### config.mk
export PLATFORM = sky130hd
export DESIGN_NAME = frog_hazard_judge
export DESIGN_NICKNAME = d
export VERILOG_FILES = /design/src/rtl/frog_hazard_judge.sv
export SDC_FILE = /design/constraint.sdc
export NUM_CORES = 2
export LEC_CHECK = 0
export CAP_MARGIN = 20
export CORE_AREA = 5 5 309 311
export DETAILED_ROUTE_END_ITERATION = 16
export DIE_AREA = 0 0 314 316
export HOLD_SLACK_MARGIN = 0.12
export PLACE_DENSITY_LB_ADDON = 0.05
export SLEW_MARGIN = 20
export SYNTH_ARGS = -nofsm -noshare
export SYNTH_HDL_FRONTEND = slang
export SYNTH_SLANG_ARGS = --single-unit
### constraint.sdc
create_clock -name clk -period 66.1 [get_ports clk]
set_input_delay 19.83 -clock clk [delete_from_list [all_inputs] [get_ports clk]]
set_output_delay 19.83 -clock clk [all_outputs]
set_load 0.01 [all_outputs]
### src/rtl/frog_hazard_judge.sv
// frog_hazard_judge
//   Frame-sequenced collision judge for the Frogger playfield. On frame_tick
//   the frog, hazard and log grids plus the river mask are snapshotted, then
//   one row is scanned per clock. Road rows hit on frog-over-hazard, river
//   rows hit when any frog cell is not over a log. The lowest hitting row is
//   reported. A counted hit costs a life and opens a grace window of GRACE
//   frames. Reaching zero lives sets a sticky game_over.
//
// Ports
//   clk         system clock, rising edge
//   reset       asynchronous active-high reset
//   frame_tick  one-cycle frame evaluation request (ignored while busy)
//   frog        frog occupancy grid   [ROWS][COLS]
//   hazard      car occupancy grid    [ROWS][COLS]
//   logs        log occupancy grid    [ROWS][COLS]
//   river_mask  per-row 1 = river rule, 0 = road rule
//   busy        frame evaluation in progress
//   hit         one-cycle pulse on a counted life loss
//   hit_row     lowest row that caused the counted hit
//   hit_kind    0 = squashed (road), 1 = drowned (river)
//   lives       remaining lives
//   game_over   sticky, set when lives reach zero
module frog_hazard_judge #(
  parameter int ROWS  = 16,
  parameter int COLS  = 16,
  parameter int LIVES = 3,
  parameter int GRACE = 4,
  localparam int RW = (ROWS > 1) ? $clog2(ROWS) : 1,
  localparam int LW = $clog2(LIVES + 1)
) (
  input  logic                       clk,
  input  logic                       reset,
  input  logic                       frame_tick,
  input  logic [ROWS-1:0][COLS-1:0]  frog,
  input  logic [ROWS-1:0][COLS-1:0]  hazard,
  input  logic [ROWS-1:0][COLS-1:0]  logs,
  input  logic [ROWS-1:0]            river_mask,
  output logic                       busy,
  output logic                       hit,
  output logic [RW-1:0]              hit_row,
  output logic                       hit_kind,
  output logic [LW-1:0]              lives,
  output logic                       game_over
);

  // grace counter needs at least one bit even when GRACE is 0
  localparam int GW = (GRACE > 0) ? $clog2(GRACE + 1) : 1;

  typedef enum logic [1:0] {IDLE, SCAN, DECIDE} state_t;

  state_t                     state;
  logic [ROWS-1:0][COLS-1:0]  frog_snap;
  logic [ROWS-1:0][COLS-1:0]  hazard_snap;
  logic [ROWS-1:0][COLS-1:0]  logs_snap;
  logic [ROWS-1:0]            river_snap;
  logic [RW-1:0]              row;
  logic                       found;
  logic [RW-1:0]              found_row;
  logic                       found_kind;
  logic [GW-1:0]              grace_cnt;
  logic                       row_hit;
  logic                       counted;

  always_comb begin
    row_hit = 1'b0;
    if (river_snap[row])
      row_hit = |(frog_snap[row] & ~logs_snap[row]);
    else
      row_hit = |(frog_snap[row] & hazard_snap[row]);
  end

  // lives != 0 is implied by !game_over; kept as an explicit underflow guard
  assign counted = found && (grace_cnt == '0) && !game_over && (lives != '0);

  always_ff @(posedge clk or posedge reset) begin
    if (reset) begin
      state       <= IDLE;
      busy        <= 1'b0;
      hit         <= 1'b0;
      hit_row     <= '0;
      hit_kind    <= 1'b0;
      lives       <= LW'(LIVES);
      game_over   <= 1'b0;
      grace_cnt   <= '0;
      frog_snap   <= '0;
      hazard_snap <= '0;
      logs_snap   <= '0;
      river_snap  <= '0;
      row         <= '0;
      found       <= 1'b0;
      found_row   <= '0;
      found_kind  <= 1'b0;
    end else begin
      hit <= 1'b0;
      case (state)
        IDLE: begin
          if (frame_tick) begin
            frog_snap   <= frog;
            hazard_snap <= hazard;
            logs_snap   <= logs;
            river_snap  <= river_mask;
            row         <= '0;
            found       <= 1'b0;
            busy        <= 1'b1;
            state       <= SCAN;
          end
        end
        SCAN: begin
          // first hit wins, so the reported row is the lowest index
          if (row_hit && !found) begin
            found      <= 1'b1;
            found_row  <= row;
            found_kind <= river_snap[row];
          end
          if (row == RW'(ROWS - 1))
            state <= DECIDE;
          else
            row <= row + 1'b1;
        end
        DECIDE: begin
          state <= IDLE;
          busy  <= 1'b0;
          if (counted) begin
            hit       <= 1'b1;
            hit_row   <= found_row;
            hit_kind  <= found_kind;
            lives     <= lives - 1'b1;
            grace_cnt <= GW'(GRACE);
            if (lives == LW'(1))
              game_over <= 1'b1;
          end else if (grace_cnt != '0) begin
            grace_cnt <= grace_cnt - 1'b1;
          end
        end
        default: begin
          state <= IDLE;
          busy  <= 1'b0;
        end
      endcase
    end
  end

endmodule
==> results.toml <==
[outcome]
outcome = "completed"

[run]
cap_violations = 0

[synth]
synth_compound_area_share_pct = 2.63
synth_seq_area_share_pct = 57.3
synth_most_common_cell = "dfrtp_1"
synth_cell_types = 58
syn_area_per_cell_um2 = 15.8
ys_warn_count = 0
async_reset_ff_share_pct = 100
synth_flop_cell = "dfrtp_1"
synthMuxAreaShare_pct = 35.1
synth_enable_flop_cells = 0
synth_fa_ha_area_share_pct = 0.177
synth-simple-area-share_pct = 2.12
synth_commonest_cells = "807 x dfrtp_1, 790 x mux2_2, 149 x mux4_2"
yosys.area.top_type_share_pct = 57.2
yosysTopAreaCell = "dfrtp_1"
synth-seq-cells = 809
yosys.area_share.xor_xnor_pct = 0.0248
synth_area_um2 = 35300
synth_top_family_by_area = "multiplexers"
syn_inst = 2234
synthTopCellsByArea = "dfrtp_1 57%, mux2_2 25%, mux4_2 9.5%, clkbuf_1 0.96%, inv_1 0.87%"
synth_nets = 3026

[placement]
io_buffers = 796
place_congestion = 0.808
dp_hpwl_mm = 87.0
place_area_um2 = 44400

[cts]
cts-root-buf = "clkbuf_16"
cts_buffers = 91
cts_setup_buffers = 0
clk_pin_slew_ps = 50
cts_resized = 0
cts_hold_buf = 0
cts_htree_levels = 3
clk_path_buf_depth = 3
cts_tree = "built"
clk_latency_ps = 650
cts_sinks = 809

[hold_path]
min_path_type = "flop to flop"
hold_start = "game_over"
whs_endpoint = "game_over"
hold_depth = 1

[worst_setup_path]
arrival_ps = 23380
r2r_setup_slack_ps = 61880
crit_type = "input port to flop"
critPathSlowestCell = "buf_4"
r2r_cells = 9
max_stage_delay_ps = 920
crit_chain = "clkdlybuf4s50_1, nand2b_1, nand2b_4, buf_4, buf_12, mux2_2"
crit_cells = 6
cp-start-kind = "input port"
worstPathMaxFanout = 197
crit_required_ps = 66630
r2r_start = "row[1]"
path_delay_family = "buffers and inverters"
cp_num_buf_inv = 3
crit_path_end_kind = "flop"
r2r-end = "found_row[0]"

[floorplanning]
io_pins = 797
coreArea_um2 = 92500
die_x_um = 314
die_h_um = 316
row_count = 112
dieArea_um2 = 99200
start_util_pct = 38.2

[detailed_routing]
drt_first_pass_iters = 5
wl_mm = 116
drt_iter0_markers = 1208
ant_nets = 0
vias = 22200
drcViolationCount = 0
wire_per_inst_um = 26.6
via_per_inst = 5.12

[power]
peakVddDrop_uv = 30.8
report.power.total_w = 0.00222
power.leakage_nw = 19.9
power.density_nw_per_um2 = 46.7

[timing]
report.final.slew_viol_count = 0
finalSetupViolCount = 0
rsz0062_at_grt = "no"
max_slew_margin_pct = 16.1
clock.fmax_mhz = 43.8
clock_skew_ps = 12.9
fin_crit_sh_pct = 34.6
hold_viol = 0
fin_crit_ps = 22860
tns_ps = 0
worst_pin_slew_ps = 1260

[global_routing]
grt_pass1_wl_mm = 168
grt_max_degree = 198
gr-usage-met2_pct = 38.9
grt_busiest_layer = "met2"
grt_util_met3_pct = 8.25
gr-usage-met1_pct = 26.5
grt_antenna_before_repair = 91
grt_usage_pct = 22.9
grt_pass1_vias = 25100
grt_overflow = 0

[layout]
syn2layout_area_growth_pct = 34.9
fin_nets = 3807
final_area_um2 = 47600
drive_gt1_share_pct = 36.4
sequential cells by signal, summed over array words and instances (netlist names), 2 cells and up:
register     cells
found_row        4
frog_snap      256
grace_cnt        3
hazard_snap    256
hit_row          4
lives            2
logs_snap      256
river_snap      16
row              4
state            2
cell usage in the layout, fill, tap and decap left out, drive strengths merged, types with 3 or more instances in the layout:
cell type / n
a2111oi: 5
a21oi: 14
a221oi: 13
a222oi: 6
a22o: 13
a22oi: 20
a31oi: 3
buf: 23
clkbuf: 144
clkdlybuf4s50: 796
clkinv: 17
clkinvlp: 3
dfrtp: 807
diode: 63
ha: 5
inv: 82
mux2: 794
mux2i: 7
mux4: 149
nand2: 22
nand2b: 20
nand3: 13
nand3b: 3
nand4: 14
nor2: 8
nor2b: 25
nor3: 3
nor4: 6
o21ai: 10
o22ai: 26
o31ai: 3
or3: 6
cell type report:
type,instances,area (µm²)
Antenna cell,63,158
Clock buffer,144,2860
Clock inverter,21,163
Fill cell,7819,44900
Inverter,83,319
Multi-Input combinational cell,1211,14100
Sequential cell,809,20300
Tap cell,1197,1500
Timing Repair Buffer,819,8240
worst max path at each step:
stage               slack [ps]        from        endpoint
finish                   43240  frame_tick   logs_snap[44]
global route             43170  frame_tick   logs_snap[44]
detailed placement       42580  frame_tick  logs_snap[246]
global placement         42650  frame_tick  logs_snap[221]
floorplan                23550       reset            busy
CTS                      43300  frame_tick  frog_snap[238]
logic make-up (layout without fill, tap and decap cells):
logic type	Yosys count	after routing
flops	809	809
other cells	0	63
fa+ha+maj	5	5
xor+xnor	1	1
mux	950	950
buf+inv	214	1067
compound gates	127	127
simple gates	128	128
layer usage:
| metal | vias up | part of all wire, % |
|---|---|---|
| li1 | 9932 | - |
| met1 | 11400 | 38 |
| met2 | 612 | 51 |
| met3 | 236 | 7.6 |
| met4 | 56 | 3.6 |
| met5 | - | 0.30 |
per-stage QoR:
step / utilization (%) / hold WS [ps] / worst slack, ps / instances
floorplan: - / 450 / 23550 / 2234
global placement: 48.0 / 464 / 42650 / 4118
detailed placement: 48.0 / 487 / 42580 / 4118
CTS: 51.3 / 499 / 43300 / 4283
global route: 51.4 / 506 / 43170 / 4325
finish: 51.5 / 493 / 43240 / 4347
worst register-to-register path, stage by stage, from the launching register on:
cell and delay [ps]:
dfrtp_4 890, buf_4 800, mux4_2 460, inv_1 150, o22ai_1 110, nor4_1 650
o22ai_1 230, o22ai_2 380, nor2_4 120, mux2_4 310
report_power, final:
| group | switching [W] | internal [W] | total (W) | leakage, nW |
|---|---|---|---|---|
| Combinational | 0.000341 | 0.000490 | 0.000831 | 8.69 |
| Sequential | 0.000138 | 0.000747 | 0.000885 | 9.67 |
| Clock | 0.000205 | 0.000303 | 0.000508 | 1.50 |
Power figures use the tool's default switching activity.
